<file path="config.mk">
export PLATFORM = sky130hd
export DESIGN_NAME = dendrite_cfg_loader_flat
export DESIGN_NICKNAME = d
export VERILOG_FILES = /design/src/rtl/dendrite_cfg_loader_if.sv /design/src/rtl/dendrite_cfg_loader.sv /design/src/flat_wrapper.sv
export SDC_FILE = /design/constraint.sdc
export NUM_CORES = 1
export LEC_CHECK = 0
export CORE_ASPECT_RATIO = 2
export CORE_MARGIN = 2
export CORE_UTILIZATION = 65
export CTS_BUF_LIST = sky130_fd_sc_hd__clkbuf_4 sky130_fd_sc_hd__clkbuf_8
export CTS_CLUSTER_DIAMETER = 40
export CTS_CLUSTER_SIZE = 20
export DETAILED_ROUTE_END_ITERATION = 16
export PLACE_DENSITY_LB_ADDON = 0.08
export SYNTH_ARGS = -nofsm -noshare
export SYNTH_HDL_FRONTEND = slang
export SYNTH_SLANG_ARGS = --single-unit
</file>
<file path="constraint.sdc">
create_clock -name clk -period 4.6 [get_ports clk]
set_input_delay 1.38 -clock clk [delete_from_list [all_inputs] [get_ports clk]]
set_output_delay 1.38 -clock clk [all_outputs]
set_load 0.02 [all_outputs]
</file>
<file path="src/rtl/dendrite_cfg_loader_if.sv">
// Host write / load-control port and chain-head outputs
// of the dendrite configuration loader.
interface dendrite_cfg_loader_if #(
  parameter int NUM_DENDRITES = 4,
  parameter int WORD_LENGTH   = 16
);
  localparam int AW = $clog2(2*NUM_DENDRITES);

  logic                   wr_en;
  logic [AW-1:0]          wr_addr;
  logic [WORD_LENGTH-1:0] wr_data;
  logic                   start;
  logic                   busy;
  logic                   done;
  logic                   wr_err;
  logic [WORD_LENGTH-1:0] cfg_data;
  logic                   cfg_data_clk;
  logic                   dendrite_hold;

  modport master (
    output wr_en, wr_addr, wr_data, start,
    input  busy, done, wr_err,
    input  cfg_data, cfg_data_clk, dendrite_hold
  );

  modport slave (
    input  wr_en, wr_addr, wr_data, start,
    output busy, done, wr_err,
    output cfg_data, cfg_data_clk, dendrite_hold
  );
endinterface

</file>
<file path="src/rtl/dendrite_cfg_loader.sv">
// Shadow E_l/tau_mem register file that serialises its image
// onto the daisy-chained dendrite config chain.
module dendrite_cfg_loader #(
  parameter int NUM_DENDRITES = 4,
  parameter int WORD_LENGTH   = 16,
  parameter int HALF_DIV      = 2
) (
  input logic clk,
  input logic reset,
  dendrite_cfg_loader_if.slave bus
);
  localparam int STAGES_PER_DENDRITE = 3;
  localparam int L  = STAGES_PER_DENDRITE*NUM_DENDRITES;
  localparam int AW = $clog2(2*NUM_DENDRITES);
  localparam int KW = $clog2(L);
  localparam int PW = $clog2(HALF_DIV+1);
  localparam int DW =
    (NUM_DENDRITES > 1) ? $clog2(NUM_DENDRITES) : 1;

  localparam logic [1:0] S_IDLE = 2'd0;
  localparam logic [1:0] S_LOW  = 2'd1;
  localparam logic [1:0] S_HIGH = 2'd2;
  localparam logic [1:0] S_FIN  = 2'd3;

  logic [WORD_LENGTH-1:0] el_q  [NUM_DENDRITES];
  logic [WORD_LENGTH-1:0] tau_q [NUM_DENDRITES];

  logic [1:0]             state_q, state_d;
  logic [PW-1:0]          ph_q, ph_d;
  logic [KW-1:0]          k_q, k_d;
  logic [DW-1:0]          dix_q, dix_d;
  logic [1:0]             r_q, r_d;
  logic [WORD_LENGTH-1:0] data_q, data_d;
  logic                   dclk_q, dclk_d;
  logic                   err_q, err_d;

  logic [AW:0]            addr_x;
  logic                   wr_ok;
  logic [DW-1:0]          d_n;
  logic [1:0]             r_n;
  logic [WORD_LENGTH-1:0] w_n;
  logic                   ph_end;

  assign addr_x = {1'b0, bus.wr_addr};
  assign wr_ok  = bus.wr_en && (state_q == S_IDLE) &&
                  (addr_x < (AW+1)'(2*NUM_DENDRITES));
  assign err_d  = bus.wr_en && !wr_ok;
  assign ph_end = (ph_q == PW'(HALF_DIV-1));

  always_ff @(posedge clk) begin
    if (reset) begin
      for (int d = 0; d < NUM_DENDRITES; d++) begin
        el_q[d]  <= '0;
        tau_q[d] <= '0;
      end
    end else begin
      for (int d = 0; d < NUM_DENDRITES; d++) begin
        if (wr_ok && addr_x == (AW+1)'(2*d))
          el_q[d] <= bus.wr_data;
        if (wr_ok && addr_x == (AW+1)'(2*d+1))
          tau_q[d] <= bus.wr_data;
      end
    end
  end

  // Walk the target stage downwards: r cycles 2,1,0 per dendrite.
  always_comb begin
    r_n = (r_q == 2'd0) ? 2'd2 : r_q - 2'd1;
    d_n = (r_q == 2'd0) ? dix_q - DW'(1) : dix_q;
    w_n = '0;
    for (int d = 0; d < NUM_DENDRITES; d++) begin
      if (d_n == DW'(d)) begin
        if (r_n == 2'd1)
          w_n = tau_q[d];
        else if (r_n == 2'd0)
          w_n = el_q[d];
      end
    end
  end

  always_comb begin
    state_d = state_q;
    ph_d    = ph_q;
    k_d     = k_q;
    dix_d   = dix_q;
    r_d     = r_q;
    data_d  = data_q;
    dclk_d  = dclk_q;
    unique case (state_q)
      S_IDLE: begin
        if (bus.start) begin
          state_d = S_LOW;
          ph_d    = '0;
          k_d     = '0;
          dix_d   = DW'(NUM_DENDRITES-1);
          r_d     = 2'd2;
          data_d  = '0;
          dclk_d  = 1'b0;
        end
      end
      S_LOW: begin
        if (ph_end) begin
          ph_d    = '0;
          state_d = S_HIGH;
          dclk_d  = 1'b1;
        end else begin
          ph_d = ph_q + PW'(1);
        end
      end
      S_HIGH: begin
        if (ph_end) begin
          ph_d   = '0;
          dclk_d = 1'b0;
          if (k_q == KW'(L-1)) begin
            state_d = S_FIN;
            data_d  = '0;
          end else begin
            state_d = S_LOW;
            k_d     = k_q + KW'(1);
            dix_d   = d_n;
            r_d     = r_n;
            data_d  = w_n;
          end
        end else begin
          ph_d = ph_q + PW'(1);
        end
      end
      S_FIN: state_d = S_IDLE;
      default: state_d = S_IDLE;
    endcase
  end

  always_ff @(posedge clk) begin
    if (reset) begin
      state_q <= S_IDLE;
      ph_q    <= '0;
      k_q     <= '0;
      dix_q   <= '0;
      r_q     <= '0;
      data_q  <= '0;
      dclk_q  <= 1'b0;
      err_q   <= 1'b0;
    end else begin
      state_q <= state_d;
      ph_q    <= ph_d;
      k_q     <= k_d;
      dix_q   <= dix_d;
      r_q     <= r_d;
      data_q  <= data_d;
      dclk_q  <= dclk_d;
      err_q   <= err_d;
    end
  end

  assign bus.busy = (state_q == S_LOW) ||
                    (state_q == S_HIGH);
  assign bus.done          = (state_q == S_FIN);
  assign bus.dendrite_hold = bus.busy;
  assign bus.wr_err        = err_q;
  assign bus.cfg_data      = data_q;
  assign bus.cfg_data_clk  = dclk_q;
endmodule
</file>
<file path="src/flat_wrapper.sv">
// flat-port wrapper written by rule: the top's interface ports become plain ports
module dendrite_cfg_loader_flat 
#(
  parameter int NUM_DENDRITES = 4,
  parameter int WORD_LENGTH   = 16,
  parameter int HALF_DIV      = 2
)
  (clk, reset, bus_wr_en, bus_wr_addr, bus_wr_data, bus_start, bus_busy, bus_done, bus_wr_err, bus_cfg_data, bus_cfg_data_clk, bus_dendrite_hold);
  dendrite_cfg_loader_if #(.NUM_DENDRITES(NUM_DENDRITES), .WORD_LENGTH(WORD_LENGTH)) bus_i ();
  input logic clk;
  input logic reset;
  input wire logic [$bits(bus_i.wr_en)-1:0] bus_wr_en;
  input wire logic [$bits(bus_i.wr_addr)-1:0] bus_wr_addr;
  input wire logic [$bits(bus_i.wr_data)-1:0] bus_wr_data;
  input wire logic [$bits(bus_i.start)-1:0] bus_start;
  output wire logic [$bits(bus_i.busy)-1:0] bus_busy;
  output wire logic [$bits(bus_i.done)-1:0] bus_done;
  output wire logic [$bits(bus_i.wr_err)-1:0] bus_wr_err;
  output wire logic [$bits(bus_i.cfg_data)-1:0] bus_cfg_data;
  output wire logic [$bits(bus_i.cfg_data_clk)-1:0] bus_cfg_data_clk;
  output wire logic [$bits(bus_i.dendrite_hold)-1:0] bus_dendrite_hold;
  assign bus_i.wr_en = bus_wr_en;
  assign bus_i.wr_addr = bus_wr_addr;
  assign bus_i.wr_data = bus_wr_data;
  assign bus_i.start = bus_start;
  assign bus_busy = bus_i.busy;
  assign bus_done = bus_i.done;
  assign bus_wr_err = bus_i.wr_err;
  assign bus_cfg_data = bus_i.cfg_data;
  assign bus_cfg_data_clk = bus_i.cfg_data_clk;
  assign bus_dendrite_hold = bus_i.dendrite_hold;
  dendrite_cfg_loader #(.NUM_DENDRITES(NUM_DENDRITES), .WORD_LENGTH(WORD_LENGTH), .HALF_DIV(HALF_DIV)) u_core (.clk(clk), .reset(reset), .bus(bus_i));
endmodule
</file>
==> results of run 1 <==
-- through the flow --
step | hold WS [ns] | power, W
after floorplan | 0.464 | 0.00263
after global placement | 0.436 | 0.00295
after detailed placement | 0.448 | 0.00298
after CTS | 0.463 | 0.00394
after global routing | 0.489 | 0.00413
final | 0.464 | 0.00394
-- cell usage in the layout, fill, tap and decap left out, types with 2 or more instances in the layout --
master,n
a211oi_1,2
clkinv_4,5
clkinvlp_4,2
a22o_1,13
clkbuf_8,17
nor3_2,2
nor2b_1,2
a221oi_1,46
a21oi_1,9
nand4_1,5
nor2_1,20
xor2_1,3
nand3_1,2
o31ai_1,8
o221ai_1,6
clkdlybuf4s50_1,43
a22oi_1,7
nand2_1,25
buf_4,18
inv_6,3
o22ai_1,6
and2_1,130
edfxtp_1,128
ha_1,8
dfxtp_1,30
nor2b_4,2
nor2_4,2
o21ai_0,24
o2111ai_1,2
inv_1,7
nand2b_1,5
nor3b_1,2
a32o_1,6
o21bai_1,9
a31oi_1,2
-- cell families after synthesis --
family	after synthesis	synth area share, %
flip-flops	158	61.6
multiplexers	2	0.347
buffers and inverters	48	3.31
adder cells (fa/ha/maj)	9	1.56
AND/OR/NAND/NOR	205	16.9
AO/OA/AOI/OAI	149	15.9
XOR/XNOR	3	0.364
-- sequential cells by signal (all words and copies together) (netlist names) --
| name | flops |
|---|---|
| u_core.bus.cfg_data_clk | 1 |
| u_core.k_q | 4 |
| u_core.bus.wr_err | 1 |
| u_core.tau_q | 64 |
| u_core.ph_q | 2 |
| u_core.state_q | 2 |
| u_core.bus.cfg_data | 16 |
| u_core.r_q | 2 |
| u_core.el_q | 64 |
| u_core.dix_q | 2 |
-- worst max path at each step --
stage                 startpoint             endpoint  depth (start not counted)
2_1_floorplan          bus_wr_en    u_core.el_q[0][0]                          3
3_3_place_gp      bus_wr_addr[0]  u_core.tau_q[3][12]                          4
3_5_place_dp      bus_wr_addr[0]  u_core.tau_q[2][10]                          4
4_1_cts        u_core.state_q[0]             bus_busy                          3
5_1_grt        u_core.state_q[0]             bus_busy                          3
6_report       u_core.state_q[0]    bus_dendrite_hold                          3
-- power by group --
group	total, W	switching, W	leakage (nW)	internal [W]
sequential	0.00171	0.0000535	1.57	0.00165
combinational	0.00127	0.000824	1.16	0.000443
clock	0.000970	0.000528	0.187	0.000443
-- worst reg2reg max path: cells and delay by family (launching register included) --
family	cells	cell delay, ns
AND/OR/NAND/NOR	2	0.94
AO/OA/AOI/OAI	3	0.64
adder cells (fa/ha/maj)	1	0.19
flip-flops	1	0.34
buffers and inverters	2	0.43
-- synth_stat cells, types with 3 or more instances --
cell type and n:
and2_1 130, edfxtp_1 128, a221oi_1 46, dfxtp_1 30, nand2_1 25, o21ai_0 24, nor2_1 20, clkbuf_1 17
a22o_1 13, buf_2 13, a21oi_1 9, ha_1 9, o21bai_1 9, o31ai_1 8, a22oi_1 7, inv_1 7
a32o_1 6, o221ai_1 6, o22ai_1 6, buf_4 5, nand2b_1 5, nand4_1 5, buf_6 3, nor2b_1 3
xor2_1 3
-- layer usage --
metal	GRT usage, %	vias to the layer above
met1	35.5	2486
li1	-	2249
met3	4.78	32
met4	11.4	0
met2	52.8	168
met5	0	-
-- cell type report --
class | count | share of cell area, %
clock inverters | 14 | 1.66
multi-input cells | 368 | 31.3
clock buffers | 18 | 2.97
well taps | 140 | 2.15
inverters | 7 | 0.323
flip-flops and latches | 158 | 54.7
repair buffers | 61 | 6.96
==> impl_metrics.yaml, run 1 <==
status:
  status: "finished, final reports clean"
worst_hold_path:
  whs_path_depth: 2
  hold_end: "u_core.bus.cfg_data[6]"
  min_path_type: "flip-flop to flip-flop"
  hold_path_startpoint: "u_core.bus.cfg_data[6]"
critical_path:
  path_cells: "inv_1 > ha_1 > clkdlybuf4s50_1"
  arrival_ns: 1.98
  cp.buffers_inverters: 2
  reg2reg_depth: 8
  timing.rr.end: "u_core.bus.cfg_data[6]"
  path_delay_family: "buffers and inverters"
  max_stage_delay_ns: 0.63
  critPathKind: "flip-flop to output port"
  rr_startpoint: "u_core.r_q[1]"
  critPathLaunchType: "flip-flop"
  cp_slowest_cell: "clkdlybuf4s50_1"
  critPathMaxFanout: 5
  ff2ff_setup_slack_ns: 1.98
  cp-end-kind: "output port"
  required_ns: 3.22
logic_synthesis:
  synth.net_count: 606
  synth_top_area_share_pct: 53.3
  synth-main-ff-cell: "edfxtp_1"
  synth_area_leaders: "edfxtp_1 (53%), and2_1 (11%), dfxtp_1 (8.3%), a221oi_1 (5.6%), o21ai_0 (1.7%)"
  synth_top_area_cell: "edfxtp_1"
  synth-async-reset-ratio_pct: 0
  synth-warning-count: 0
  syn_avg_cell_area_um2: 12.6
  synth_cell_types: 54
  synth_cells: 574
  seq_area_frac_synth_pct: 61.6
  synth_edf_count: 128
  syn_area_um2: 7210
  synth-seq-cells: 158
timing:
  fin_skew_ns: 0.0132
  period_share_pct: 73.0
  fmaxAchievable_mhz: 298
  fin_ws_ns: 1.24
  slew_violations: 0
  tns_ns: 0
  relSlewSlack_pct: 31.2
  worst_pin_slew_ns: 1.03
  hold_violations: 0
  setup_viol: 0
  finalCriticalPeriod_ns: 3.36
  rsz0062_at_grt: "false"
cells_and_area:
  nFillCells: 750
  area_growth_pct: 12.7
  fin_nets: 645
  regArea_um2: 4440
  post-route-util_pct: 74.7
  fin_area_um2: 8130
  layoutNonFillerInstCount: 766
  diodes: 0
  multi_input_area_um2: 2540
  drive_above_1_share_pct: 10.2
route:
  wirelength_mm: 17.1
  ant_nets: 0
  routedWlPerCell_um: 22.3
  vias_per_cell: 6.44
  drc: 0
  dr_wl_met3_um: 676
  wl_met1_mm: 6.58
  highest_layer: "met4"
  vias: 4935
  drt-initial-drc-count: 544
  met2WireLength_mm: 9.44
  drtPass1Iterations: 5
global_route:
  antenna_found_initial: 0
  grt_pass1_vias: 4960
  grt_pass1_wl_mm: 26.2
  grt-ovfl-total: 0
  track_usage_pct: 29.6
  grt_start_max_net_pins: 67
clock_tree:
  cts_hold_buf: 0
  postCtsSetupRepairBufs: 0
  clock_sinks: 158
  cts_buffer_depth: 2
  cts_resized: 0
  root_buffer: "clkbuf_8"
  insertion_delay_ns: 0.44
  cts_tree: "yes"
  htreeDepth: 4
  path_clk_slew_ns: 0.08
  cts_buffers: 17
floorplan:
  dieWidth_um: 78.5
  die_y_um: 153
  rows: 54
  io_pins: 44
  core-area_um2: 10900
  start_util_pct: 66.3
  die_area_um2: 12000
place:
  dp_cells: 734
  port_buffers: 43
  gp_congestion: 0.836
  place_area_um2: 7750
  place_ws_ns: 1.10
  place_hpwl_mm: 11.1
power:
  ir_drop_uv: 389
  power_density_nw_per_um2: 485
  power.leakage_nw: 2.92
run:
  drv_cap: 0
No activity file was read; power rests on OpenSTA's default activity.
==> inputs of run 2 (changes only) <==
--- a/config.mk
+++ b/config.mk
@@ -7,7 +7,7 @@
 export LEC_CHECK = 0
 export CORE_ASPECT_RATIO = 2
 export CORE_MARGIN = 2
-export CORE_UTILIZATION = 65
+export CORE_UTILIZATION = 56
 export CTS_BUF_LIST = sky130_fd_sc_hd__clkbuf_4 sky130_fd_sc_hd__clkbuf_8
 export CTS_CLUSTER_DIAMETER = 40
 export CTS_CLUSTER_SIZE = 20
==> constraint.sdc (replaced) <==
create_clock -name clk -period 3 [get_ports clk]
set_input_delay 0.9 -clock clk [delete_from_list [all_inputs] [get_ports clk]]
set_output_delay 0.9 -clock clk [all_outputs]
set_load 0.02 [all_outputs]
==> run 2 against run 1 <==
Effect of this change: global-route usage is 2.8 points lower; sequential power is 53% higher; sequential cell count stayed put; critical path depth is 1 lower; clock power is 55% higher; critical path type unchanged; hold slack worse by 0.0052 ns; total power is 55% higher; cell count is 2.0% higher; combinational power is 57% higher; cell area is 1.5% higher.
==> impl_metrics.yaml, run 2 (synthesis results as in run 1) <==
clock_tree:
  root_buffer: "clkbuf_8"
  insertion_delay_ns: 0.45
  clock_sinks: 158
  path_clk_slew_ns: 0.09
  htreeDepth: 4
  cts_tree: "yes"
  cts_buffer_depth: 2
  cts_hold_buf: 0
  cts_buffers: 17
cells_and_area:
  fin_nets: 650
  diodes: 0
  area_growth_pct: 14.3
  layout_commonest_cell: "and2_1"
  post-route-util_pct: 65.7
  final_cell_mix: "and2_1 (130), edfxtp_1 (128), a221oi_1 (46)"
  nFillCells: 975
  multi_input_area_um2: 2540
  regArea_um2: 4440
  drive_above_1_share_pct: 11.1
power:
  total_power_w: 0.00611
  power.leakage_nw: 2.99
  ir_drop_uv: 641
  power_density_nw_per_um2: 741
critical_path:
  timing.rr.end: "u_core.bus.cfg_data[4]"
  required_ns: 2.10
  reg2reg_depth: 7
  arrival_ns: 1.64
  crit_path_end: "bus_done"
  rr_startpoint: "u_core.r_q[0]"
  critPathLaunchType: "flip-flop"
  ff2ff_setup_slack_ns: 0.56
  critPathMaxFanout: 5
  critPathKind: "flip-flop to output port"
  cp-end-kind: "output port"
  setup.worst_path.start: "u_core.state_q[0]"
timing:
  period_share_pct: 84.5
  hold_violations: 0
  finalCriticalPeriod_ns: 2.54
  rsz0062_at_grt: "false"
  setup_viol: 0
  slew_violations: 0
  fin_skew_ns: 0.0142
  worst_pin_slew_ns: 1.05
  tns_ns: 0
  relSlewSlack_pct: 29.3
  fmaxAchievable_mhz: 394
route:
  drt-initial-drc-count: 502
  vias: 4908
  vias_per_cell: 6.28
  ant_nets: 0
  drc: 0
  wirelength_mm: 17.6
  drtPass1Iterations: 5
  routedWlPerCell_um: 22.6
status:
  status: "finished, final reports clean"
floorplan:
  rows: 58
  core-area_um2: 12600
  die_y_um: 165
  start_util_pct: 57.5
  die_area_um2: 13900
  dieWidth_um: 84.3
  io_pins: 44
run:
  drv_cap: 0
place:
  place_hpwl_mm: 11.3
  port_buffers: 43
  gp_congestion: 0.770
global_route:
  grt-ovfl-total: 0
  grt_start_max_net_pins: 67
  track_usage_pct: 26.8
  grt_pass1_vias: 5122
  antenna_found_initial: 0
  grt_pass1_wl_mm: 27.9
worst_hold_path:
  min_path_type: "flip-flop to flip-flop"
## run 2: cell count changes in the layout (fill, tap and decap cells not counted), sizes merged, moves of 2 or more
| cell | change |
|---|---|
| inv | +5 |
| clkinv | -2 |
| dlymetal6s2s | +2 |
| clkdlybuf4s50 | -2 |
| buf | +5 |
## run 2: metal layers
metal / global-route usage [%] / routed length [um]
met5: 0 / 0
met1: 31.3 / 6670
met2: 49.2 / 9800
met3: 4.15 / 729
met4: 10.2 / 411
## run 2: final cells by class
class | instances | area share (%)
Sequential cell | 158 | 53.9
Multi-Input combinational cell | 368 | 30.8
Timing Repair Buffer | 66 | 8.13
Clock buffer | 17 | 2.84
Tap cell | 150 | 2.28
Clock inverter | 15 | 1.76
Inverter | 7 | 0.319
## run 2: worst min path at each step
stage                                       from                endpoint  slack (ns)  cells after the start
after floorplan                   u_core.ph_q[1]          u_core.ph_q[1]        0.46                      1
after global placement    u_core.bus.cfg_data[7]  u_core.bus.cfg_data[7]        0.44                      2
after detailed placement  u_core.bus.cfg_data[0]  u_core.bus.cfg_data[0]        0.45                      2
after CTS                 u_core.bus.cfg_data[0]  u_core.bus.cfg_data[0]        0.47                      2
after global routing      u_core.bus.cfg_data[2]  u_core.bus.cfg_data[2]        0.48                      2
final                     u_core.bus.cfg_data[0]  u_core.bus.cfg_data[0]        0.46                      2
## run 2: per-stage QoR
step / worst slack [ns] / std cells / area [um2] / hold slack (ns)
2_1_floorplan: 0.453 / 574 / 7210 / 0.464
6_report: 0.464 / 781 / 8250 / 0.458
3_3_place_gp: 0.0725 / 749 / 7870 / 0.443
4_1_cts: 0.0873 / 781 / 8240 / 0.468
3_5_place_dp: 0.0528 / 749 / 7870 / 0.450
5_1_grt: 0.248 / 781 / 8250 / 0.484
## run 2: timing repair
item	4_1_cts	5_1_grt
buffers inserted	0	0
gates resized for setup	0	2
endpoints found under the setup margin	0	2
endpoints found under the hold margin	0	0
## run 2: worst max-delay path, cell delays in order (launching register included)
cell and delay, ns:
dfxtp_1 0.42, ha_1 0.17, clkdlybuf4s50_1 0.59
## run 2: where the power goes
group / switching [W] / leakage [nW] / internal (W)
logic: 0.00128 / 1.23 / 0.000714
clock network: 0.000885 / 0.191 / 0.000615
registers: 0.0000834 / 1.57 / 0.00253
==> inputs of run 3 (changes only) <==
--- a/config.mk
+++ b/config.mk
@@ -7,7 +7,7 @@
 export LEC_CHECK = 0
 export CORE_ASPECT_RATIO = 2
 export CORE_MARGIN = 2
-export CORE_UTILIZATION = 56
+export CORE_UTILIZATION = 62
 export CTS_BUF_LIST = sky130_fd_sc_hd__clkbuf_4 sky130_fd_sc_hd__clkbuf_8
 export CTS_CLUSTER_DIAMETER = 40
 export CTS_CLUSTER_SIZE = 20
==> constraint.sdc (replaced) <==
create_clock -name clk -period 2.5 [get_ports clk]
set_input_delay 0.75 -clock clk [delete_from_list [all_inputs] [get_ports clk]]
set_output_delay 0.75 -clock clk [all_outputs]
set_load 0.02 [all_outputs]
==> run 3 against run 2 <==
Effect of this change: sequential share of layout area down 1.2 points; hold slack worse by 0.0037 ns; register-to-register slack worse by 0.24 ns; routed wire length down 0.48%; non-clock buffer count up 25; critical path type unchanged; highest routed layer unchanged.
==> impl_metrics.yaml, run 3 (synthesis results as in run 1) <==
cells_and_area:
  layout_commonest_cell: "and2_1"
  final_cell_mix: "and2_1 (130), edfxtp_1 (128), a221oi_1 (46)"
  diodes: 0
  layoutNonFillerInstCount: 798
  drive_above_1_share_pct: 14.9
  area_growth_pct: 16.9
  fin_nets: 675
critical_path:
  reg2reg_depth: 9
  critPathKind: "flip-flop to output port"
  arrival_ns: 1.62
  cp-end-kind: "output port"
  timing.rr.end: "u_core.bus.cfg_data[6]"
  crit_path_end: "bus_done"
  critPathLaunchType: "flip-flop"
  rr_startpoint: "u_core.r_q[1]"
  ff2ff_setup_slack_ns: 0.32
  critPathMaxFanout: 5
  required_ns: 1.75
  setup.worst_path.start: "u_core.state_q[0]"
route:
  drtPass1Iterations: 5
  wirelength_mm: 17.5
  ant_nets: 0
  routedWlPerCell_um: 22.0
  drc: 0
  vias: 5073
  drt-initial-drc-count: 470
  vias_per_cell: 6.36
timing:
  fin_skew_ns: 0.0119
  rsz0062_at_grt: "false"
  finalCriticalPeriod_ns: 2.37
  slew_violations: 0
  setup_viol: 0
  relSlewSlack_pct: 52.6
  tns_ns: 0
  period_share_pct: 95.0
  worst_pin_slew_ns: 0.710
  hold_violations: 0
  fmaxAchievable_mhz: 421
  fin_ws_ns: 0.125
clock_tree:
  cts_tree: "yes"
  postCtsSetupRepairBufs: 0
  clock_sinks: 158
  htreeDepth: 4
  cts_buffers: 17
  insertion_delay_ns: 0.47
  path_clk_slew_ns: 0.09
  root_buffer: "clkbuf_8"
  cts_buffer_depth: 2
global_route:
  grt_pass1_wl_mm: 27.3
  track_usage_pct: 30.1
  grt-ovfl-total: 0
  grt_start_max_net_pins: 67
  antenna_found_initial: 0
  grt_pass1_vias: 5237
place:
  dp_cells: 766
  port_buffers: 43
  place_hpwl_mm: 11.8
  place_ws_ns: -0.272
  gp_congestion: 0.814
floorplan:
  rows: 55
  dieWidth_um: 80.3
  start_util_pct: 63.5
  die_area_um2: 12600
  die_y_um: 157
  io_pins: 44
  core-area_um2: 11400
status:
  status: "finished, final reports clean"
power:
  total_power_w: 0.00748
  ir_drop_uv: 548
  power.leakage_nw: 3.10
  power_density_nw_per_um2: 887
run:
  drv_cap: 0
worst_hold_path:
  min_path_type: "flip-flop to flip-flop"
run 3: how the worst min path moves through the flow:
stage,start,depth (start not counted),to
finish,u_core.bus.cfg_data[6],2,u_core.bus.cfg_data[6]
CTS,u_core.bus.cfg_data[6],2,u_core.bus.cfg_data[6]
global placement,u_core.bus.cfg_data[6],2,u_core.bus.cfg_data[6]
floorplan,u_core.ph_q[1],1,u_core.ph_q[1]
detailed placement,u_core.bus.cfg_data[6],2,u_core.bus.cfg_data[6]
global route,u_core.bus.cfg_data[7],2,u_core.bus.cfg_data[7]
run 3: where the power goes:
group          total [W]  switching, W  internal (W)
logic            0.00242       0.00152      0.000908
registers        0.00315      0.000113       0.00304
clock network    0.00191       0.00107      0.000838
total            0.00748       0.00270       0.00479
run 3: critical path, cell delays in order (launching register included):
cell and delay (ns):
dfxtp_1 0.41, ha_1 0.16, clkdlybuf4s50_1 0.59
run 3: per-layer routing:
layer | vias up | wire, um | global-route usage, %
met1 | 2483 | 6290 | 33.8
met2 | 223 | 9680 | 53.8
met4 | 0 | 544 | 12.7
li1 | 2316 | - | -
met5 | - | 0 | 0
met3 | 51 | 1020 | 6.63
run 3: layout make-up:
type                            count  area (um2)
Sequential cell                   158        4440
Inverter                            7        26.3
Fill cell                         779        2920
Clock buffer                       17         234
Tap cell                          142         178
Timing Repair Buffer               91         843
Clock inverter                     15         168
Multi-Input combinational cell    368        2540
run 3: what timing repair did:
| item | 4_1_cts | 5_1_grt |
|---|---|---|
| resized for setup | 2 | 5 |
| pin swaps | 0 | 0 |
| endpoints found under the setup margin | 2 | 6 |
| hold buffers | 0 | 0 |
run 3: through the flow:
stage / util (%) / instance area (um2) / hold WS (ns)
floorplan: - / 7210 / 0.464
global placement: 70.8 / 8040 / 0.436
detailed placement: 70.8 / 8040 / 0.445
CTS: 74.3 / 8440 / 0.460
global route: 74.3 / 8440 / 0.489
finish: 74.3 / 8440 / 0.455
